## src/rtl/beam_sensor_qualifier.sv

```systemverilog
// Sensor front end: two-flop sync, per-channel debounce with aborted-transition
// detection, sticky fault latches and a post-reset warm-up mask feeding the steering unit.
module beam_sensor_qualifier #(
    parameter int unsigned DB_CYC     = 4,
    parameter int unsigned WARMUP_CYC = 8,
    parameter logic [5:0]  LATCH_MASK = 6'b111000
) (
    input  logic       clk,
    input  logic       rst,
    input  logic [5:0] raw_in,
    input  logic       latch_clr,
    output logic       A_xray,
    output logic       B_dose,
    output logic       C_pos,
    output logic       D_temp,
    output logic       E_vib,
    output logic       F_power,
    output logic       ready,
    output logic [5:0] glitch_flags,
    output logic [1:0] state_dbg
);

    localparam int unsigned CW = (DB_CYC > 1) ? $clog2(DB_CYC) : 1;
    localparam int unsigned WW = (WARMUP_CYC > 1) ? $clog2(WARMUP_CYC) : 1;
    localparam logic [CW-1:0] CNT_LAST  = CW'(DB_CYC - 1);
    localparam logic [WW-1:0] WARM_LAST = WW'(WARMUP_CYC - 1);

    typedef enum logic [1:0] {
        ST_WARMUP = 2'b00,
        ST_RUN    = 2'b01,
        ST_FAULT  = 2'b10
    } state_e;

    state_e             state_q, state_d;
    logic [5:0]         sync1_q, sync2_q;
    logic [5:0]         filt_q, filt_d;
    logic [5:0][CW-1:0] cnt_q, cnt_d;
    logic [5:0]         lat_q, lat_d;
    logic [5:0]         glitch_q, glitch_d;
    logic [WW-1:0]      warm_q, warm_d;
    logic               ready_q, ready_d;
    logic [5:0]         flags;
    logic               latched_hot;

    // A transition only lands after DB_CYC consecutive disagreeing samples;
    // returning to agreement part-way through marks a glitch on that channel.
    always_comb begin
        filt_d   = filt_q;
        cnt_d    = '0;
        lat_d    = lat_q;
        glitch_d = latch_clr ? 6'b0 : glitch_q;
        for (int i = 0; i < 6; i++) begin
            if (sync2_q[i] == filt_q[i]) begin
                if (cnt_q[i] != '0) begin
                    glitch_d[i] = 1'b1;
                end
            end else if (cnt_q[i] == CNT_LAST) begin
                filt_d[i] = ~filt_q[i];
            end else begin
                cnt_d[i] = cnt_q[i] + CW'(1);
            end
            if (LATCH_MASK[i]) begin
                if (filt_q[i] && (state_q != ST_WARMUP)) begin
                    lat_d[i] = 1'b1;
                end else if (latch_clr && !filt_q[i]) begin
                    lat_d[i] = 1'b0;
                end
            end else begin
                lat_d[i] = 1'b0;
            end
        end
    end

    assign flags       = (state_q == ST_WARMUP) ? 6'b0 : (filt_q | (lat_q & LATCH_MASK));
    assign latched_hot = |(flags & LATCH_MASK);

    always_comb begin
        state_d = state_q;
        warm_d  = warm_q;
        ready_d = ready_q;
        case (state_q)
            ST_WARMUP: begin
                if (warm_q == WARM_LAST) begin
                    state_d = ST_RUN;
                    ready_d = 1'b1;
                    warm_d  = '0;
                end else begin
                    warm_d = warm_q + WW'(1);
                end
            end
            ST_RUN: begin
                if (latched_hot) begin
                    state_d = ST_FAULT;
                end
            end
            ST_FAULT: begin
                if (!latched_hot) begin
                    state_d = ST_RUN;
                end
            end
            default: begin
                state_d = ST_WARMUP;
            end
        endcase
    end

    always_ff @(posedge clk) begin
        if (rst) begin
            sync1_q  <= '0;
            sync2_q  <= '0;
            filt_q   <= '0;
            cnt_q    <= '0;
            lat_q    <= '0;
            glitch_q <= '0;
            warm_q   <= '0;
            ready_q  <= 1'b0;
            state_q  <= ST_WARMUP;
        end else begin
            sync1_q  <= raw_in;
            sync2_q  <= sync1_q;
            filt_q   <= filt_d;
            cnt_q    <= cnt_d;
            lat_q    <= lat_d;
            glitch_q <= glitch_d;
            warm_q   <= warm_d;
            ready_q  <= ready_d;
            state_q  <= state_d;
        end
    end

    assign A_xray       = flags[0];
    assign B_dose       = flags[1];
    assign C_pos        = flags[2];
    assign D_temp       = flags[3];
    assign E_vib        = flags[4];
    assign F_power      = flags[5];
    assign ready        = ready_q;
    assign glitch_flags = glitch_q;
    assign state_dbg    = state_q;

endmodule

```

## config.mk

```make
export PLATFORM = sky130hd
export DESIGN_NAME = beam_sensor_qualifier
export DESIGN_NICKNAME = d
export VERILOG_FILES = /design/src/rtl/beam_sensor_qualifier.sv
export SDC_FILE = /design/constraint.sdc
export NUM_CORES = 1
export LEC_CHECK = 0
export CORE_MARGIN = 2
export CORE_UTILIZATION = 45
export CTS_CLUSTER_DIAMETER = 60
export DETAILED_ROUTE_END_ITERATION = 16
export PLACE_DENSITY = 0.67
export SYNTH_ARGS = -nofsm -noshare
export SYNTH_HDL_FRONTEND = slang
export SYNTH_SLANG_ARGS = --single-unit
```

## constraint.sdc

```tcl
create_clock -name clk -period 1.4 [get_ports clk]
set_input_delay 0.28 -clock clk [delete_from_list [all_inputs] [get_ports clk]]
set_output_delay 0.28 -clock clk [all_outputs]
set_load 0.01 [all_outputs]
```

==> results of run 1 <==
==> final cells by class <==
type	count	area share, %
well taps	48	2.75
inverters	13	2.23
clock inverters	3	0.974
multi-input cells	112	35.5
flip-flops and latches	45	41.4
clock buffers	5	3.15
repair buffers	35	14.0
==> metal layers <==
layer | up-vias | GRT usage (%) | routed length (um)
met3 | 8 | 4.09 | 103
met4 | 0 | 9.18 | 70
met2 | 20 | 31.8 | 1620
met1 | 578 | 15.9 | 1150
met5 | - | 0 | 0
li1 | 651 | - | -
==> cell usage in the layout, fill, tap and decap left out, types with 2 or more instances in the layout <==
| cell type | Yosys | layout |
|---|---|---|
| a21oi_1 | 13 | 13 |
| and2_4 | 0 | 3 |
| buf_2 | 0 | 4 |
| buf_4 | 0 | 11 |
| buf_6 | 1 | 3 |
| clkbuf_8 | 0 | 5 |
| clkdlybuf4s50_1 | 0 | 8 |
| dfxtp_1 | 45 | 43 |
| dfxtp_2 | 0 | 2 |
| dlygate4sd2_1 | 0 | 8 |
| ha_1 | 14 | 14 |
| inv_1 | 13 | 13 |
| mux2i_1 | 6 | 6 |
| nand2_1 | 15 | 15 |
| nand2b_1 | 6 | 6 |
| nand4b_1 | 2 | 2 |
| nor2_1 | 14 | 11 |
| nor2_2 | 0 | 3 |
| nor2b_1 | 12 | 12 |
| nor4_1 | 7 | 7 |
| nor4b_1 | 6 | 6 |
| o21ai_0 | 3 | 3 |
| xnor2_1 | 6 | 6 |
==> power by group through the flow <==
| stage | sequential (mW) | clock, mW | combinational, mW |
|---|---|---|---|
| finish | 1.33 | 0.789 | 0.119 |
| global route | 1.34 | 0.883 | 0.135 |
| CTS | 1.33 | 0.827 | 0.121 |
| detailed placement | 1.36 | 0 | 0.124 |
| global placement | 1.36 | 0 | 0.118 |
| floorplan | 1.36 | 0 | 0.0688 |
==> kinds of logic after synthesis <==
kind of cell | Yosys count | share of synthesized area (%)
AO/OA/AOI/OAI | 18 | 5.46
XOR/XNOR | 6 | 3.02
adder cells (fa/ha/maj) | 14 | 10.1
buffers and inverters | 19 | 4.53
flip-flops | 45 | 51.8
multiplexers | 6 | 3.45
AND/OR/NAND/NOR | 68 | 21.7
==> metrics by stage <==
stage | cells | util (%) | worst slack (ns) | power (mW)
2_1_floorplan | 176 | - | 0.205 | 1.43
3_3_place_gp | 252 | 56.8 | -0.155 | 1.48
3_5_place_dp | 252 | 56.8 | -0.174 | 1.49
4_1_cts | 261 | 59.3 | -0.134 | 2.28
5_1_grt | 261 | 59.2 | -0.0900 | 2.35
6_report | 261 | 59.2 | -0.0415 | 2.24
==> what timing repair did <==
action,in CTS,in global routing
setup endpoints to repair,15,7
pin swaps,4,1
setup buffers,1,0
resized for setup,41,7
==> sequential cells by signal, summed over array words and instances (netlist names) <==
signal / cells
filt_q: 6
sync1_q: 6
ready: 1
glitch_flags: 6
warm_q: 3
lat_q: 3
sync2_q: 6
cnt_q: 12
state_dbg: 2
==> worst max path at each step <==
stage                                    startpoint  endpoint  slack, ns  depth (start not counted)
after floorplan           state_dbg[1]$_SDFFE_PP0P_    A_xray       0.21                          3
after global placement    state_dbg[1]$_SDFFE_PP0P_     C_pos      -0.16                          3
after detailed placement  state_dbg[0]$_SDFFE_PP0P_     C_pos      -0.17                          3
after CTS                 state_dbg[1]$_SDFFE_PP0P_   F_power      -0.13                          4
after global routing      state_dbg[1]$_SDFFE_PP0P_     C_pos      -0.09                          3
final                     state_dbg[1]$_SDFFE_PP0P_     C_pos      -0.04                          3
==> impl_metrics.json, run 1 <==
{
  "outcome": "complete, but fails checks",
  "violations": "setup timing",
  "setup_viol_count_final": 3,
  "layout_worst_path_cycle_share_pct": 103,
  "timing.hold.worst_path_depth": 1,
  "grt_antenna_before_repair": 0,
  "floorplan.rows": 22,
  "gpl_congestion": 0.701,
  "timing.rr.start": "filt_q[4]$_SDFFE_PP0P_",
  "timing.hold.worst.start": "sync1_q[4]$_SDFF_PP0_",
  "critPathSlowestCell": "dfxtp_2",
  "area_growth_syn_to_layout_pct": 25.4,
  "synth.top_cells.by_count": "45 x dfxtp_1, 15 x nand2_1, 14 x ha_1, 14 x nor2_1",
  "grt_use_total_pct": 16.6,
  "number_of_hold_slack_violations_in_the_final_timing_report": 0,
  "power.density_cell_area_mw_per_mm2": 1030,
  "worstPathMaxFanout": 4,
  "worst-endpoint-arrival_ns": 1.16,
  "timing.hold.ws_ns": 0.440,
  "max_cap_violations": 0,
  "detail_route.drc_violations": 0,
  "required_ns": 1.12,
  "finClkSkew_ns": 0.00734,
  "grt_max_degree": 46,
  "chipHeight_um": 66.2,
  "netlist_top_cells_area": "dfxtp_1 52%, ha_1 10%, nor2b_1 4.3%",
  "grt_overflow": 0,
  "layout-drive-gt1-share_pct": 17.4,
  "worst-slew-pin-transition_ns": 0.439,
  "cts_hold_repair.buffers": 0,
  "drc_violation_total_after_the_first_tritonroute_iteration": 32,
  "synth-seq-area-share_pct": 51.8,
  "via_count": 1257,
  "final-seq-area_um2": 903,
  "clock_power_share_pct": 35.2,
  "worst_slew_margin_rel_pct": 70.4,
  "crit_chain": "or2_4 -> and2_4 -> buf_6",
  "yosysWarnings": 0,
  "inserted_clock_buffers": 5,
  "detail_route.first_pass.iterations": 4,
  "timing.critical_path.slowest_cell_delay_ns": 0.33,
  "cts.path.max_buffers": 2,
  "via_per_inst": 4.82,
  "die_width_um": 66.2,
  "grt_setup_unrepaired": "true",
  "count_of_flip_flops_with_a_built_in_enable_after_synthesis": 0,
  "p_leak_nw": 0.881,
  "post_synth_inst_count": 176,
  "period_minus_slack_ns": 1.44,
  "hold_end": "sync2_q[4]$_SDFF_PP0_",
  "endpoint_kind": "primary output",
  "ys_ff_latch": 45,
  "netlist-cell-type-count": 21,
  "post-synth-top-area-cell": "dfxtp_1",
  "initial_utilization_pct": 47.2,
  "internal_power_mw": 1.73,
  "setup.worst_path.start_class": "flip-flop",
  "timing.critical_path.max_delay_family": "simple AND/OR/NAND/NOR gates",
  "power_switching_mw": 0.508,
  "port_buffers": 23,
  "p_sw_share_pct": 22.7,
  "root_buffer": "clkbuf_8",
  "fraction_of_power_consumed_by_combinational_cells_pct": 5.3,
  "antenna_left": 0,
  "ir_drop_mv": 0.845,
  "clock-sinks": 45,
  "clkTransAtPathRegs_ns": 0.08,
  "detailed_place_hpwl_um": 2180,
  "mappedNetlistNets": 199,
  "maxSlewViolCount": 0,
  "insertion_delay_to_the_later_sink_of_the_worst_skew_pair_ns": 0.30,
  "h_tree_depth": 2,
  "fillerInstances": 341,
  "final.setup.tns_ns": -0.112,
  "antenna_diode_count": 0,
  "floorplan.die_area_mm2": 0.00438,
  "fmax_mhz": 694,
  "routed_wire_length_per_instance_um": 11.3,
  "hold_path.class": "flip-flop to flip-flop",
  "grt_pass1_wl_um": 5420,
  "placement.cell_area_mm2": 0.00210,
  "timing_worst_setup_path_type": "flip-flop to primary output",
  "path_buf_inv": 1,
  "totalWireLength_um": 2940,
  "floorplan.io_pins": 24,
  "asyncSetResetFlopFracSynth_pct": 0,
  "syn-mean-instance-area_um2": 9.89,
  "synth_flop_cell": "dfxtp_1",
  "total_area_of_multi_input_combinational_cells_um2": 774,
  "share_of_yosys_cell_area_claimed_by_the_top_area_cell_type_pct": 51.8,
  "reg2reg_slack_ns": 0.12,
  "seq_power_share_pct": 59.4,
  "fp.coreArea_mm2": 0.00369,
  "worst_r2r_endpoint": "state_dbg[0]$_SDFFE_PP0P_",
  "cts_tree": "built",
  "setup_ws_ns": -0.0415,
  "synthesis.area_mm2": 0.00174,
  "worstRegToRegCells": 4,
  "finish.net_count": 235,
  "first_global_vias": 1305,
  "post-synth-top-count-cell": "dfxtp_1",
  "layout.cell_area.non_filler_mm2": 0.00218
}
Power figures use the tool's default switching activity.
==> run 2, diff against run 1 <==
--- a/config.mk
+++ b/config.mk
@@ -9,6 +9,7 @@
 export CORE_UTILIZATION = 45
 export CTS_CLUSTER_DIAMETER = 60
 export DETAILED_ROUTE_END_ITERATION = 16
+export MAX_ROUTING_LAYER = met4
 export PLACE_DENSITY = 0.67
 export SYNTH_ARGS = -nofsm -noshare
 export SYNTH_HDL_FRONTEND = slang
==> run 2 against run 1 <==
Against the previous run: the run still ends with setup timing left; global-route usage increased by 0.55 points; hold slack unchanged; sequential power about the same; cell area unchanged; clock-buffer cell count unchanged; final cell count unchanged; via count increased by 0.40%; flip-flop and latch count unchanged; total power about the same; critical path type unchanged; highest routed layer unchanged.
==> impl_metrics.json, run 2 (same netlist as run 1, synthesis figures left out) <==
{
  "clkTransAtPathRegs_ns": 0.08,
  "worst-endpoint-arrival_ns": 1.16,
  "violations": "setup timing",
  "ir_drop_mv": 0.845,
  "flip_flop_count_of_the_largest_register_all_copies_and_words_added": 12,
  "period_minus_slack_ns": 1.44,
  "timing.hold.worst_path_depth": 1,
  "setup.worst_path.start_class": "flip-flop",
  "finish.net_count": 235,
  "grt.met1_usage_pct": 15.9,
  "final_common_cell": "dfxtp_1",
  "grt_setup_unrepaired": "true",
  "die_width_um": 66.2,
  "p_leak_nw": 0.881,
  "antenna_diode_count": 0,
  "inserted_clock_buffers": 5,
  "detail_route.drc_violations": 0,
  "h_tree_depth": 2,
  "final_core_utilization_pct": 59.2,
  "timing_worst_setup_path_type": "flip-flop to primary output",
  "globalRouteMet2Util_pct": 31.8,
  "setup_ws_ns": -0.0412,
  "grt_overflow": 0,
  "worst-slew-pin-transition_ns": 0.440,
  "grt_antenna_before_repair": 0,
  "detail_route.first_pass.iterations": 4,
  "chipHeight_um": 66.2,
  "routed_wire_length_per_instance_um": 11.3,
  "worstRegToRegCells": 4,
  "placement.cell_area_mm2": 0.00210,
  "antenna_left": 0,
  "total_area_of_multi_input_combinational_cells_um2": 774,
  "grt.met3_usage_pct": 4.60,
  "max_cap_violations": 0,
  "dp_slack_ns": -0.174,
  "grt-busiest-layer": "met2",
  "totalWireLength_um": 2940,
  "setup_viol_count_final": 3,
  "detailed_place_hpwl_um": 2180,
  "drc_violation_total_after_the_first_tritonroute_iteration": 40,
  "via_per_inst": 4.84,
  "grt_pass1_wl_um": 5420,
  "first_global_vias": 1301,
  "clock-sinks": 45,
  "grt_use_total_pct": 17.2,
  "via_count": 1262,
  "hold_path.class": "flip-flop to flip-flop",
  "grt_max_degree": 46,
  "final_cell_mix": "43 x dfxtp_1, 15 x nand2_1, 14 x ha_1",
  "layout.cell_area.non_filler_mm2": 0.00218,
  "gpl_congestion": 0.709,
  "timing.hold.ws_ns": 0.440,
  "cts.path.max_buffers": 2,
  "floorplan.rows": 22,
  "cts_tree": "built",
  "fillerInstances": 341,
  "floorplan.die_area_mm2": 0.00438,
  "layout-drive-gt1-share_pct": 17.4,
  "initial_utilization_pct": 47.2,
  "endpoint_kind": "primary output",
  "insertion_delay_to_the_later_sink_of_the_worst_skew_pair_ns": 0.30,
  "layout_worst_path_cycle_share_pct": 103,
  "fp.coreArea_mm2": 0.00369,
  "root_buffer": "clkbuf_8",
  "fmax_mhz": 694,
  "final-seq-area_um2": 903,
  "power.density_cell_area_mw_per_mm2": 1030,
  "number_of_hold_slack_violations_in_the_final_timing_report": 0,
  "outcome": "complete, but fails checks",
  "port_buffers": 23,
  "worst_slew_margin_rel_pct": 70.4,
  "finClkSkew_ns": 0.00738,
  "required_ns": 1.12,
  "floorplan.io_pins": 24,
  "maxSlewViolCount": 0,
  "worstPathMaxFanout": 4,
  "area_growth_syn_to_layout_pct": 25.4,
  "registers.top_by_ff_count": "cnt_q"
}
==> run 2: critical path, stage by stage, from the launching register on <==
cell and delay, ns:
dfxtp_2 0.33, or2_4 0.27, and2_4 0.15, buf_6 0.11
==> run 2: where the power goes <==
part           internal [mW]  switching (mW)
clock network          0.354           0.435
logic                 0.0637          0.0556
registers               1.31          0.0170
total                   1.73           0.508
==> run 2: layout make-up <==
type                       instances  share of cell area [%]
inverter                          13                    2.23
sequential                        45                    41.4
timing repair buffer              35                    14.0
clock buffer                       5                    3.15
tap                               48                    2.75
clock inverter                     3                   0.974
multi-input combinational        112                    35.5
==> run 2: what timing repair did <==
action | 4_1_cts | 5_1_grt
resized for setup | 41 | 7
pin swaps | 4 | 1
setup buffers | 1 | 0
setup endpoints to repair | 15 | 7
hold buffers | 0 | 0
==> run 2: path summary, 6_finish.rpt <==
kind / slack [ns] / end / from
max: -0.04 / C_pos / state_dbg[1]$_SDFFE_PP0P_
min: 0.44 / sync2_q[4]$_SDFF_PP0_ / sync1_q[4]$_SDFF_PP0_
max reg2reg: 0.12 / state_dbg[0]$_SDFFE_PP0P_ / filt_q[4]$_SDFFE_PP0P_
min reg2reg: 0.44 / sync2_q[4]$_SDFF_PP0_ / sync1_q[4]$_SDFF_PP0_
==> run 2: layer usage <==
layer  routed length (um)  share of wire [%]  vias to the layer above
met2                 1620                 55                       22
met4                   70                2.4                        0
met5                    0                  0                        -
met3                  111                3.8                        8
met1                 1140                 39                      581
li1                     -                  -                      651
==> run 2: stage by stage <==
step / cells / setup TNS, ns / power [mW]
after global placement: 252 / -0.688 / 1.48
final: 261 / -0.111 / 2.24
after floorplan: 176 / 0 / 1.43
after global routing: 261 / -0.355 / 2.36
after detailed placement: 252 / -0.793 / 1.49
after CTS: 261 / -0.295 / 2.28
==> run 3, diff against run 2 <==
--- a/config.mk
+++ b/config.mk
@@ -5,9 +5,10 @@
 export SDC_FILE = /design/constraint.sdc
 export NUM_CORES = 1
 export LEC_CHECK = 0
+export CAP_MARGIN = 0
 export CORE_MARGIN = 2
 export CORE_UTILIZATION = 45
-export CTS_CLUSTER_DIAMETER = 60
+export CTS_CLUSTER_DIAMETER = 200
 export DETAILED_ROUTE_END_ITERATION = 16
 export MAX_ROUTING_LAYER = met4
 export PLACE_DENSITY = 0.67
==> results of run 3 <==
Same layout as run 2: the final DEF is identical, and so are final timing and power.
